===== src/rtl/ql_timing_pkg.sv =====
// ---------------------------------------------------------------------------
// ql_timing_pkg
// Shared definitions for the QL ZX8301 bus-contention model: contention mode
// and FSM state encodings, default timing constants and the slot-grant
// helper used by ql_bus_timing.
// ---------------------------------------------------------------------------
package ql_timing_pkg;

   localparam int DEF_CYC_PER_CHUNK   = 12;
   localparam int DEF_CHUNKS_PER_LINE = 40;
   localparam int DEF_BUSY_ACTIVE     = 32;
   localparam int DEF_BUSY_VBLANK     = 8;
   localparam int DEF_RD_EXTRA        = 4;
   localparam int DEF_WR_EXTRA        = 5;
   localparam int DEF_IO_WAIT         = 3;
   localparam int DEF_STAT_W          = 16;

   // Modes 2 and 3 both disable timing; only bit 1 matters for that test.
   typedef enum logic [1:0] {
      MODE_ORIG   = 2'd0,
      MODE_NOCONT = 2'd1,
      MODE_OFF    = 2'd2
   } mode_e;

   typedef enum logic [1:0] {
      FSM_IDLE   = 2'd0,
      FSM_DECIDE = 2'd1,
      FSM_EXTRA  = 2'd2,
      FSM_IOWAIT = 2'd3
   } fsm_state_e;

   function automatic logic mode_is_off(input logic [1:0] m);
      return m[1];
   endfunction

   // ROM accesses never wait for a video slot in the original mode.
   function automatic logic grant_f(input logic [1:0] m, input logic rom,
                                    input logic slot_free);
      logic g;
      case (mode_e'(m))
         MODE_ORIG:   g = rom | slot_free;
         MODE_NOCONT: g = 1'b1;
         default:     g = 1'b0;
      endcase
      return g;
   endfunction

endpackage


===== src/rtl/ql_bus_timing_if.sv =====
// ---------------------------------------------------------------------------
// ql_bus_timing_if
// CPU-side bus signals seen by the contention model.
//   cpu_uds/cpu_lds : data strobes       cpu_rw  : 1 = read
//   cpu_rom         : ROM region         cpu_io  : I/O region
//   ram_delay_dtack : 1 = hold off DTACK (driven by the timing model)
// master = CPU bus decoder side, slave = ql_bus_timing.
// ---------------------------------------------------------------------------
interface ql_bus_timing_if;
   logic cpu_uds;
   logic cpu_lds;
   logic cpu_rw;
   logic cpu_rom;
   logic cpu_io;
   logic ram_delay_dtack;

   modport master (
      output cpu_uds, cpu_lds, cpu_rw, cpu_rom, cpu_io,
      input  ram_delay_dtack
   );

   modport slave (
      input  cpu_uds, cpu_lds, cpu_rw, cpu_rom, cpu_io,
      output ram_delay_dtack
   );
endinterface


===== src/rtl/ql_slot_counter.sv =====
// ---------------------------------------------------------------------------
// ql_slot_counter
// Tracks the position within a display line (tick within chunk, chunk within
// line) and flags whether the CPU may use the current tick.
//   clk_sys, reset : clock, synchronous active-high reset
//   clear          : holds the counters at zero (timing disabled)
//   ce_bus_p       : bus tick enable
//   vblank         : selects the vblank refresh reservation
//   slot_free      : CPU slot available on this tick
// ---------------------------------------------------------------------------
module ql_slot_counter #(
   parameter int CYC_PER_CHUNK   = 12,
   parameter int CHUNKS_PER_LINE = 40,
   parameter int BUSY_ACTIVE     = 32,
   parameter int BUSY_VBLANK     = 8
) (
   input  logic clk_sys,
   input  logic reset,
   input  logic clear,
   input  logic ce_bus_p,
   input  logic vblank,
   output logic slot_free
);

   localparam int CYC_W = (CYC_PER_CHUNK > 1)   ? $clog2(CYC_PER_CHUNK)   : 1;
   localparam int CHK_W = (CHUNKS_PER_LINE > 1) ? $clog2(CHUNKS_PER_LINE) : 1;
   // One extra bit so a reservation equal to the line length still compares correctly.
   localparam int CMP_W = CHK_W + 1;

   localparam logic [CYC_W-1:0] CYC_LAST = CYC_W'(CYC_PER_CHUNK - 1);
   localparam logic [CYC_W-1:0] CYC_ONE  = CYC_W'(1);
   localparam logic [CYC_W-1:0] CYC_ZERO = {CYC_W{1'b0}};
   localparam logic [CHK_W-1:0] CHK_LAST = CHK_W'(CHUNKS_PER_LINE - 1);
   localparam logic [CHK_W-1:0] CHK_ONE  = CHK_W'(1);
   localparam logic [CHK_W-1:0] CHK_ZERO = {CHK_W{1'b0}};
   localparam logic [CMP_W-1:0] BUSY_A   = CMP_W'(BUSY_ACTIVE);
   localparam logic [CMP_W-1:0] BUSY_V   = CMP_W'(BUSY_VBLANK);

   logic [CYC_W-1:0] cyc_r;
   logic [CHK_W-1:0] chunk_r;
   logic [CMP_W-1:0] busy_s;

   // Advance the tick/chunk position once per bus tick
   always_ff @(posedge clk_sys) begin
      if (reset || clear) begin
         cyc_r   <= CYC_ZERO;
         chunk_r <= CHK_ZERO;
      end else if (ce_bus_p) begin
         if (cyc_r == CYC_LAST) begin
            cyc_r   <= CYC_ZERO;
            chunk_r <= (chunk_r == CHK_LAST) ? CHK_ZERO : (chunk_r + CHK_ONE);
         end else begin
            cyc_r <= cyc_r + CYC_ONE;
         end
      end
   end

   // Tick 0 of every chunk is always left to the CPU, even in fetch chunks
   always_comb begin
      busy_s    = vblank ? BUSY_V : BUSY_A;
      slot_free = ({1'b0, chunk_r} >= busy_s) || (cyc_r == CYC_ZERO);
   end

endmodule


===== src/rtl/ql_bus_timing.sv =====
// ---------------------------------------------------------------------------
// ql_bus_timing
// Cycle-level ZX8301 contention model. Holds off DTACK so CPU accesses take
// roughly as long as on the original 8-bit bus, including video-fetch slots,
// vblank refresh slots, the second byte of 16-bit accesses and I/O waits.
//   clk_sys, reset   : clock, synchronous active-high reset
//   enable           : 0 = timing state held cleared
//   ce_bus_p         : bus tick enable
//   vblank           : selects vblank vs active slot reservation
//   mode             : 0 original, 1 no slot contention, 2/3 timing off
//   bus (slave)      : CPU strobes/region in, ram_delay_dtack out
//   stall_ticks      : saturating count of ticks with DTACK held off
// ---------------------------------------------------------------------------
module ql_bus_timing
   import ql_timing_pkg::*;
#(
   parameter int CYC_PER_CHUNK   = DEF_CYC_PER_CHUNK,
   parameter int CHUNKS_PER_LINE = DEF_CHUNKS_PER_LINE,
   parameter int BUSY_ACTIVE     = DEF_BUSY_ACTIVE,
   parameter int BUSY_VBLANK     = DEF_BUSY_VBLANK,
   parameter int RD_EXTRA        = DEF_RD_EXTRA,
   parameter int WR_EXTRA        = DEF_WR_EXTRA,
   parameter int IO_WAIT         = DEF_IO_WAIT,
   parameter int STAT_W          = DEF_STAT_W
) (
   input  logic              clk_sys,
   input  logic              reset,
   input  logic              enable,
   input  logic              ce_bus_p,
   input  logic              vblank,
   input  logic [1:0]        mode,
   ql_bus_timing_if.slave    bus,
   output logic [STAT_W-1:0] stall_ticks
);

   localparam logic [1:0] ST_IDLE   = FSM_IDLE;
   localparam logic [1:0] ST_DECIDE = FSM_DECIDE;
   localparam logic [1:0] ST_EXTRA  = FSM_EXTRA;
   localparam logic [1:0] ST_IOWAIT = FSM_IOWAIT;

   localparam int RW_MAX  = (RD_EXTRA > WR_EXTRA) ? RD_EXTRA : WR_EXTRA;
   localparam int CNT_MAX = (RW_MAX > IO_WAIT) ? RW_MAX : IO_WAIT;
   localparam int CNT_W   = $clog2(CNT_MAX + 1);

   localparam logic [CNT_W-1:0]  CNT_ZERO = {CNT_W{1'b0}};
   localparam logic [CNT_W-1:0]  CNT_ONE  = CNT_W'(1);
   localparam logic [CNT_W-1:0]  CNT_RD   = CNT_W'(RD_EXTRA);
   localparam logic [CNT_W-1:0]  CNT_WR   = CNT_W'(WR_EXTRA);
   localparam logic [CNT_W-1:0]  CNT_IO   = CNT_W'(IO_WAIT);
   localparam logic [STAT_W-1:0] STAT_MAX = {STAT_W{1'b1}};
   localparam logic [STAT_W-1:0] STAT_ONE = STAT_W'(1);

   logic              slot_free_s;
   logic              grant_s;
   logic              mode_off_s;
   logic              ds_s;
   logic              ds_rise_s;

   logic [1:0]        state_r, state_nxt_s;
   logic [CNT_W-1:0]  cnt_r, cnt_nxt_s;
   logic              dtack_r, dtack_nxt_s;
   logic              wide_r, wide_nxt_s;
   logic              rw_r, rw_nxt_s;
   logic              prev_ds_r;
   logic [STAT_W-1:0] stall_r;

   ql_slot_counter #(
      .CYC_PER_CHUNK   (CYC_PER_CHUNK),
      .CHUNKS_PER_LINE (CHUNKS_PER_LINE),
      .BUSY_ACTIVE     (BUSY_ACTIVE),
      .BUSY_VBLANK     (BUSY_VBLANK)
   ) u_slot (
      .clk_sys   (clk_sys),
      .reset     (reset),
      .clear     (~enable),
      .ce_bus_p  (ce_bus_p),
      .vblank    (vblank),
      .slot_free (slot_free_s)
   );

   assign grant_s    = grant_f(mode, bus.cpu_rom, slot_free_s);
   assign mode_off_s = mode_is_off(mode);
   assign ds_s       = bus.cpu_uds | bus.cpu_lds;
   assign ds_rise_s  = ds_s & ~prev_ds_r;

   // Next-state logic; strobe abort and timing-off take priority over grants
   always_comb begin
      state_nxt_s = state_r;
      cnt_nxt_s   = cnt_r;
      dtack_nxt_s = dtack_r;
      wide_nxt_s  = wide_r;
      rw_nxt_s    = rw_r;
      if ((state_r != ST_IDLE) && (mode_off_s || !ds_s)) begin
         state_nxt_s = ST_IDLE;
         dtack_nxt_s = 1'b0;
      end else begin
         case (state_r)
            ST_IDLE: begin
               if (ds_rise_s && !mode_off_s) begin
                  dtack_nxt_s = 1'b1;
                  wide_nxt_s  = bus.cpu_uds & bus.cpu_lds;
                  rw_nxt_s    = bus.cpu_rw;
                  if (bus.cpu_io) begin
                     cnt_nxt_s   = CNT_IO;
                     state_nxt_s = ST_IOWAIT;
                  end else begin
                     state_nxt_s = ST_DECIDE;
                  end
               end else begin
                  state_nxt_s = ST_IDLE;
               end
            end
            // EXTRA counts down, then behaves like DECIDE: the second byte
            // of a 16-bit access also has to find a free slot.
            ST_DECIDE, ST_EXTRA: begin
               if ((state_r == ST_EXTRA) && (cnt_r != CNT_ONE)) begin
                  cnt_nxt_s = cnt_r - CNT_ONE;
               end else if (grant_s && wide_r) begin
                  cnt_nxt_s   = rw_r ? CNT_RD : CNT_WR;
                  wide_nxt_s  = 1'b0;
                  state_nxt_s = ST_EXTRA;
               end else if (grant_s) begin
                  dtack_nxt_s = 1'b0;
                  state_nxt_s = ST_IDLE;
               end else begin
                  state_nxt_s = state_r;
               end
            end
            ST_IOWAIT: begin
               if (cnt_r == CNT_ONE) begin
                  dtack_nxt_s = 1'b0;
                  state_nxt_s = ST_IDLE;
               end else begin
                  cnt_nxt_s = cnt_r - CNT_ONE;
               end
            end
            default: begin
               dtack_nxt_s = 1'b0;
               state_nxt_s = ST_IDLE;
            end
         endcase
      end
   end

   // FSM, strobe history and DTACK hold-off registers
   always_ff @(posedge clk_sys) begin
      if (reset || !enable) begin
         state_r   <= ST_IDLE;
         cnt_r     <= CNT_ZERO;
         dtack_r   <= 1'b0;
         wide_r    <= 1'b0;
         rw_r      <= 1'b0;
         prev_ds_r <= 1'b0;
      end else if (ce_bus_p) begin
         state_r   <= state_nxt_s;
         cnt_r     <= cnt_nxt_s;
         dtack_r   <= dtack_nxt_s;
         wide_r    <= wide_nxt_s;
         rw_r      <= rw_nxt_s;
         prev_ds_r <= ds_s;
      end
   end

   // Saturating stall statistics; survives enable = 0, cleared only by reset
   always_ff @(posedge clk_sys) begin
      if (reset) begin
         stall_r <= {STAT_W{1'b0}};
      end else if (enable && ce_bus_p && dtack_r && (stall_r != STAT_MAX)) begin
         stall_r <= stall_r + STAT_ONE;
      end
   end

   assign bus.ram_delay_dtack = dtack_r;
   assign stall_ticks         = stall_r;

endmodule


===== src/flat_wrapper.sv =====
// flat-port wrapper written by rule: the top's interface ports become plain ports
module ql_bus_timing_flat import ql_timing_pkg::*;
#(
   parameter int CYC_PER_CHUNK   = DEF_CYC_PER_CHUNK,
   parameter int CHUNKS_PER_LINE = DEF_CHUNKS_PER_LINE,
   parameter int BUSY_ACTIVE     = DEF_BUSY_ACTIVE,
   parameter int BUSY_VBLANK     = DEF_BUSY_VBLANK,
   parameter int RD_EXTRA        = DEF_RD_EXTRA,
   parameter int WR_EXTRA        = DEF_WR_EXTRA,
   parameter int IO_WAIT         = DEF_IO_WAIT,
   parameter int STAT_W          = DEF_STAT_W
)
  (clk_sys, reset, enable, ce_bus_p, vblank, mode, stall_ticks, bus_cpu_uds, bus_cpu_lds, bus_cpu_rw, bus_cpu_rom, bus_cpu_io, bus_ram_delay_dtack);
  ql_bus_timing_if bus_i ();
  input  logic clk_sys;
  input  logic reset;
  input  logic enable;
  input  logic ce_bus_p;
  input  logic vblank;
  input  logic [1:0] mode;
  output logic [STAT_W-1:0] stall_ticks;
  input wire logic [$bits(bus_i.cpu_uds)-1:0] bus_cpu_uds;
  input wire logic [$bits(bus_i.cpu_lds)-1:0] bus_cpu_lds;
  input wire logic [$bits(bus_i.cpu_rw)-1:0] bus_cpu_rw;
  input wire logic [$bits(bus_i.cpu_rom)-1:0] bus_cpu_rom;
  input wire logic [$bits(bus_i.cpu_io)-1:0] bus_cpu_io;
  output wire logic [$bits(bus_i.ram_delay_dtack)-1:0] bus_ram_delay_dtack;
  assign bus_i.cpu_uds = bus_cpu_uds;
  assign bus_i.cpu_lds = bus_cpu_lds;
  assign bus_i.cpu_rw = bus_cpu_rw;
  assign bus_i.cpu_rom = bus_cpu_rom;
  assign bus_i.cpu_io = bus_cpu_io;
  assign bus_ram_delay_dtack = bus_i.ram_delay_dtack;
  ql_bus_timing #(.CYC_PER_CHUNK(CYC_PER_CHUNK), .CHUNKS_PER_LINE(CHUNKS_PER_LINE), .BUSY_ACTIVE(BUSY_ACTIVE), .BUSY_VBLANK(BUSY_VBLANK), .RD_EXTRA(RD_EXTRA), .WR_EXTRA(WR_EXTRA), .IO_WAIT(IO_WAIT), .STAT_W(STAT_W)) u_core (.clk_sys(clk_sys), .reset(reset), .enable(enable), .ce_bus_p(ce_bus_p), .vblank(vblank), .mode(mode), .bus(bus_i), .stall_ticks(stall_ticks));
endmodule

===== config.mk =====
export PLATFORM = sky130hd
export DESIGN_NAME = ql_bus_timing_flat
export DESIGN_NICKNAME = d
export VERILOG_FILES = /design/src/rtl/ql_timing_pkg.sv /design/src/rtl/ql_bus_timing_if.sv /design/src/rtl/ql_slot_counter.sv /design/src/rtl/ql_bus_timing.sv /design/src/flat_wrapper.sv
export SDC_FILE = /design/constraint.sdc
export NUM_CORES = 1
export LEC_CHECK = 0
export CAP_MARGIN = 25
export CORE_MARGIN = 4
export CORE_UTILIZATION = 53
export DETAILED_ROUTE_END_ITERATION = 10
export HOLD_SLACK_MARGIN = 0.1
export PLACE_DENSITY = 0.84
export SLEW_MARGIN = 20
export SYNTH_ARGS = -nofsm -noshare
export SYNTH_HDL_FRONTEND = slang
export SYNTH_SLANG_ARGS = --single-unit

===== constraint.sdc =====
create_clock -name clk_sys -period 2.4 [get_ports clk_sys]
set_clock_uncertainty 0.05 [all_clocks]
set_input_delay 0.48 -clock clk_sys [delete_from_list [all_inputs] [get_ports clk_sys]]
set_output_delay 0.48 -clock clk_sys [all_outputs]
set_load 0.1 [all_outputs]

---- Word-level counts from Yosys, hierarchy flattened ----
Index checks and enable logic that the tools add are counted.
Widths: inputs -> output; s select.
cells by class
  $add $sub $neg .......................... 4
  magnitude comparators ................... 1
  eq/ne operators ......................... 21
  mux-type cells .......................... 30
  bitwise gates (word level) .............. 7
  reduce and logical (&&, ||, !) cells .... 26
operators by type and width
  cell                   count
  $reduce_and 6->1       3
  $add 16x1->16 const B  1
  $ne 16x16->1 const B   1
  $mux 3                 5
  $ne 3x1->1 const B     5
  $mux 2                 7
  $mux 6                 2
  $mux 1                 10
  $pmux 3 s3             1
  $reduce_and 4->1       2
  $logic_and 1x1->1      7
  $add 6x1->6 const B    1
  $eq 6x6->1 const B     1
  $ge 6x6->1             1
  $ne 2x2->1 const B     3
  $ne 3x2->1 const B     2
  $pmux 2 s3             1
  $add 4x1->4 const B    1
  $eq 2x1->1 const B     2
  $eq 2x2->1 const B     2
  $eq 4x4->1 const B     1
  $logic_not 2->1        2
  $logic_not 4->1        1
  $logic_or 1x1->1       4
  other kinds (14)       23
storage, ports and cells
  flip-flop bits (word level) ............. 35
  input port bits ......................... 12
  output and inout port bits .............. 17
  word-level logic and storage cells ...... 98

---- Longest topological paths before layout ----
  depth after elaboration ................. 10
  depth in mapped cells ................... 8
  mapped depth without buffers ............ 7

---- Cells and area by module ----
Synthesis repeated with hierarchy kept, for this count alone.
second synthesis, totals
  cells, all modules ...................... 242
  area total of the unflattened synthesis .. 2,095.8 µm²
by module, submodules not included
  module           times used  cells each  area an instance (µm²)  sequential area each (µm²)
  ql_bus_timing    1           176         1,531.5                 500.5
  ql_slot_counter  1           66          564.3                   200.2

---- Least setup slack after synthesis ----
No wires, ideal clock.
  kind .................................... register -> register
  from .................................... register u_core.stall_r[0], in the netlist u_core.stall_ticks[0]
  to ...................................... register u_core.stall_r[7], in the netlist u_core.stall_ticks[7]
  setup time .............................. 0.128 ns
  data arrival time ....................... 2.241 ns
  required time ........................... 2.222 ns
  setup slack ............................. -0.018 ns
  cell stages (with the launch flop) ...... 8
  buffers on the path ..................... 1
  period minus slack after synthesis ...... 2.418 ns
  cells stage by stage .................... dfxtp_1 > ha_1 > nand4_1 > nor4_4 > buf_2 > nor3_1 > xnor2_1 > nor2_1
on the way
  longest elaborated chain between the ends .. 2
  elaborated cells between the ends (all ways) .. 3
  classes of those cells .................. add/sub (1); eq/ne (1); reduce/logical (1)
RTL lines
  what                                                   RTL line              RTL
  from (decl)                                            ql_bus_timing.sv:65   logic [STAT_W-1:0] stall_r;
  from (signal assigned)                                 ql_bus_timing.sv:167  stall_r <= {STAT_W{1'b0}};
  from (signal assigned)                                 ql_bus_timing.sv:169  stall_r <= stall_r + STAT_ONE;
  branches (longest 2 deep; another with $add 16x1->16)  -
Parallel ways; which one is timed is not known.
A chain may end at the register's enable or synchronous reset.

---- Final worst setup path ----
  from .................................... input vblank
  to ...................................... register u_core.dtack_r, in the netlist u_core.bus.ram_delay_dtack
on the way
  longest elaborated chain between the ends .. 8
  elaborated cells between the ends (all ways) .. 9
  classes of those cells .................. order compare (1); eq/ne (2); mux (2); bitwise (1); reduce/logical (3)
RTL lines
  what                                 RTL line               RTL
  from (decl)                          flat_wrapper.sv:19     input logic vblank;
  $mux 6 *                             ql_slot_counter.sv:60  busy_s = vblank ? BUSY_V : BUSY_A;
  $ge 6x6->1 *                         ql_slot_counter.sv:61  slot_free = ({1'b0, chunk_r} >= busy_s) || (cyc_r == CYC_ZERO);
  $logic_or 1x1->1 *                   ql_slot_counter.sv:61
  $or 1x1->1 *                         ql_timing_pkg.sv:41    MODE_ORIG: g = rom | slot_free;
  $pmux 1 s2 *                         ql_timing_pkg.sv:40    case (mode_e'(m))
  $logic_and 1x1->1                    ql_bus_timing.sv:118   end else if (grant_s && wide_r) begin
  $ne 3x2->1 (no source line)          -
  $reduce_and 6->1 (no source line) *  -
  to (signal assigned)                 ql_bus_timing.sv:157   dtack_r <= dtack_nxt_s;
  to (decl)                            ql_bus_timing.sv:61    logic dtack_r, dtack_nxt_s;
Every way passes the cells marked *; elsewhere a longest branch is shown, timed or not.

==> results.txt <==
- The run finished with clean final reports.
- CP Launch Type: input port
* Number of detailed-routing iterations run before antenna repair: 4
* Hold Vio Cnt, Final: 0
* DRC violations left: 0
* Number of global-route vias before repair: about 1800
- The detailed router finished its first iteration with approximately 160 violations.
- Number of pins exceeding their max-slew limit in the final report: 0
- The detail route stage leaves a number of antenna-violating nets equal to 0.
- The critical path is of the input port to flop type.
- Post-synthesis async set-or-reset flop share: 0
- The worst register-to-register path ends at u_core.bus.ram_delay_dtack$_SDFFE_PP0P_.
* EDFF count, synth: 0
* Buffer levels on the longest clock path: 2
* Worst min path class: flop to flop
- After clock tree synthesis, the clock-pin slew on the worst setup and hold paths is 70 ps.
* Inserted Clock Buffers: 5
* Worst Slack Setup Final: approximately 170 ps
* Critical path buffer and inverter count: 1
* Total detailed-routing wirelength: ~4800 microns
- Drt via density: roughly 5.8
* Crit path cell chain: clkdlybuf4s50_1 > ha_1 > and3b_1 > o21a_1 > o21ai_1 > o311ai_0 > mux2i_1
- Area contributors post-synth: dfxtp_1 (33%), ha_1 (7.7%), nor2_1 (6.6%)
- Setup slack of the worst register-to-register path: about 370 ps
* Share of the cycle needed by the critical path after routing: 0.928
- Hold repair after CTS inserted 0 buffers.
- For this run, the slowest stage of the critical path takes 450 ps.
- Capturing instance or port of the critical path: u_core.bus.ram_delay_dtack$_SDFFE_PP0P_
- The placed instances occupy a cell area of ~2500 sq um.
* Detailed Place HPWL: ~3600 microns
- Achievable Freq: around 450 MHz
* Seq cells post-synth: 35
- Average wire length per cell after detail routing: 14.1 microns
* Cell depth of the worst flop-to-flop path: 7
* Proportion of synthesized chip area in sequential cells: 0.333
- Inserted Diodes: 0
- Summed over all instances, the cell type with the most area after synthesis is dfxtp_1.
- In this run the post-CTS setup repair buffer count came out at 0.
* Family with the most delay on the worst path: compound AO/OA/AOI/OAI gates
- Each instance of the synthesized netlist takes up on average 8.41 sq um.
* Origin of the worst setup path: vblank
* Netlist Area Pre-Place: around 2100 sq um
* Starting utilization of the core area: 0.561
- The first global-routing pass estimated around 7900 microns of wire.
- Setup repair after global routing left no endpoint under its margin.
* Overflow left after global routing: 0
- The net count of the finished layout is 316.
* Final weighted congestion in routability-driven placement: about 0.83
* Overall Global Routing Usage: 0.194
- Post-CTS repair changed the size of 0 cells.
* Critical-path top delay cell: clkdlybuf4s50_1
- CTS H-Tree Depth: 2
* Placement Setup Slack: -91.8 ps
* Sink Count: 35
- Peak ir drop on the vdd network: 0.378 mV
- Subtracting the final worst setup slack from the clock period gives roughly 2200 ps.
- After filler insertion, the fill cell instance count of the layout stands at between 300 and 400.
- Max-cap check violation count: 0
- The final route contains between 1500 and 2000 vias.
- Critical path depth in cells: 7
* Leakage: 0.949 nW
* Insertion delay to the later sink of the worst-skew pair: 290 ps
- STA classifies the critical path endpoint as a flop.
- STA puts the critical path data arrival time at approximately 2400 ps.
* Core Area: around 3700 sq um
* Antenna violations before repair: 0
- Registers take just over 700 sq um.
- In the final layout, the multi-input gates occupy ~1300 sq um.
- IO Count: 29
- In this run the tightest slew margin relative to its limit is 0.595.
- The floorplan has 22 rows.
- Crit-path max FO: 5
- Startpoint of the most critical register-to-register path: u_core.u_slot.chunk_r[3]$_SDFFE_PP0P_
- Of the cells placed in the final design, the portion with a size suffix greater than 1 is 0.165.
- Area added between synthesis and finish: 21.4%
* Setup_tns: 0 ps
- In the synthesized netlist the dominant register cell turns out to be dfxtp_1.
- Hold timing on the final database bottoms out at a slack of about 450 ps.
- In this run the horizontal extent of the chip is approximately 70 microns.
- Maximum number of pins on one net before global-route repair: 18
- Total power per unit cell area: between 400 and 500 nW/um^2
* Worst Path Required: between 2000 and 3000 ps
* Final Instance Area: 2550 sq um
* Worst-Margin Slew: approximately 590 ps
- Synth Instances: between 200 and 300
* Clock tree from TritonCTS: yes
- Setup-failing EPs final: 0
- When the netlist entered floorplanning its net count stood at 275.
* IO Port Bufs: 28
- Area fraction of the dominant cell type after synthesis: 0.333
* Clock Root Buffer: clkbuf_8
* Die Y: just over 70 microns
* Number of distinct library cells after synthesis: 51
- Synthesis Warnings: 0
- Die Area: between 5000 and 6000 sq um
registers in the layout (all words and copies together) (netlist names):
| name | cells |
|---|---|
| u_core.stall_ticks | 16 |
| u_core.u_slot.chunk_r | 6 |
| u_core.u_slot.cyc_r | 4 |
| u_core.cnt_r | 3 |
| u_core.state_r | 2 |
| u_core.bus.ram_delay_dtack | 1 |
| u_core.prev_ds_r | 1 |
| u_core.rw_r | 1 |
| u_core.wide_r | 1 |
layer usage:
layer / track usage / up-vias / wire length [microns]
met1: 0.250 / 914 / 2210
met4: 0.0501 / 0 / 51
met2: 0.325 / 61 / 2230
li1: - / 980 / -
met5: 0 / - / 0
met3: 0.0440 / 7 / 298
cell usage after synthesis (2+ instances only):
cell type and number:
o21ai_0 8, xnor2_1 15, nand2_1 16, inv_1 14
and3b_1 2, o22ai_1 2, dfxtp_1 35, mux2i_1 5
a31oi_1 3, nand4_1 7, and3_1 2, clkbuf_1 3
xor2_1 4, nor2_1 37, a21oi_1 13, nor3_1 13
a2111oi_0 2, nor3b_1 2, and4_1 2, buf_2 2
nand2b_1 2, a211oi_1 4, o211ai_1 2, ha_1 13
nand2b_4 2, nand3_1 13, nor4b_1 3
worst reg2reg max path: stages (launching register included):
cell      delay [ps]
dfxtp_1          410
inv_1             70
ha_1             280
and3b_1          180
o21a_1           200
o21ai_1          130
o311ai_0         420
mux2i_1          220
placed cells by master (no fill, tap or decap), types with 2 or more instances in the layout:
master	n
nor2_1	37
dfxtp_1	32
buf_4	29
nand2_1	16
xnor2_1	15
inv_1	14
nand3_1	13
a21oi_1	13
nor3_1	13
ha_1	13
clkdlybuf4s50_1	11
o21ai_0	8
nand4_1	7
clkbuf_8	6
mux2i_1	5
a211oi_1	4
xor2_1	4
a31oi_1	3
nor4b_1	3
dfxtp_2	3
and3_1	2
and4_1	2
nand2b_1	2
nand2b_4	2
and3b_1	2
nor3b_1	2
a2111oi_0	2
o22ai_1	2
o211ai_1	2
logic make-up after synthesis:
group                      synth area share
buffers and inverters                0.0387
xor gates and xnor gates             0.0792
AOI/OAI and AO/OA                     0.177
adders and majority gates            0.0774
and+or+nand+nor                       0.270
muxes                                0.0238
DFF                                   0.333
worst min path at each step:
stage,startpoint,end,slack [ps],cells after the start
after floorplan,u_core.state_r[0]$_SDFFE_PP0P_,u_core.state_r[0]$_SDFFE_PP0P_,410,2
after global placement,u_core.u_slot.chunk_r[1]$_SDFFE_PP0P_,u_core.u_slot.chunk_r[1]$_SDFFE_PP0P_,430,2
after detailed placement,u_core.u_slot.chunk_r[1]$_SDFFE_PP0P_,u_core.u_slot.chunk_r[1]$_SDFFE_PP0P_,440,2
after CTS,u_core.u_slot.chunk_r[1]$_SDFFE_PP0P_,u_core.u_slot.chunk_r[1]$_SDFFE_PP0P_,450,2
after global routing,u_core.state_r[0]$_SDFFE_PP0P_,u_core.state_r[0]$_SDFFE_PP0P_,470,2
final,u_core.u_slot.chunk_r[1]$_SDFFE_PP0P_,u_core.u_slot.chunk_r[1]$_SDFFE_PP0P_,450,2
per-stage QoR:
stage / cells / total power, mW / util
6_report: 339 / 1.16 / 0.682
5_1_grt: 339 / 1.21 / 0.682
4_1_cts: 339 / 1.17 / 0.682
3_5_place_dp: 332 / 0.748 / 0.658
3_3_place_gp: 332 / 0.745 / 0.658
2_1_floorplan: 250 / 0.695 / -
where the power goes:
group	total, mW	internal, mW	switching, mW
combinational	0.144	0.0638	0.0802
sequential	0.594	0.587	0.00698
clock	0.425	0.225	0.200
total	1.16	0.875	0.288
final cells by class:
class	instances	share of cell area
Clock buffer	6	0.0324
Clock inverter	1	0.00196
Inverter	14	0.0206
Multi-Input combinational cell	195	0.517
Sequential cell	35	0.276
Tap cell	48	0.0235
Timing Repair Buffer	40	0.128
(Power assumes the default switching activity.)
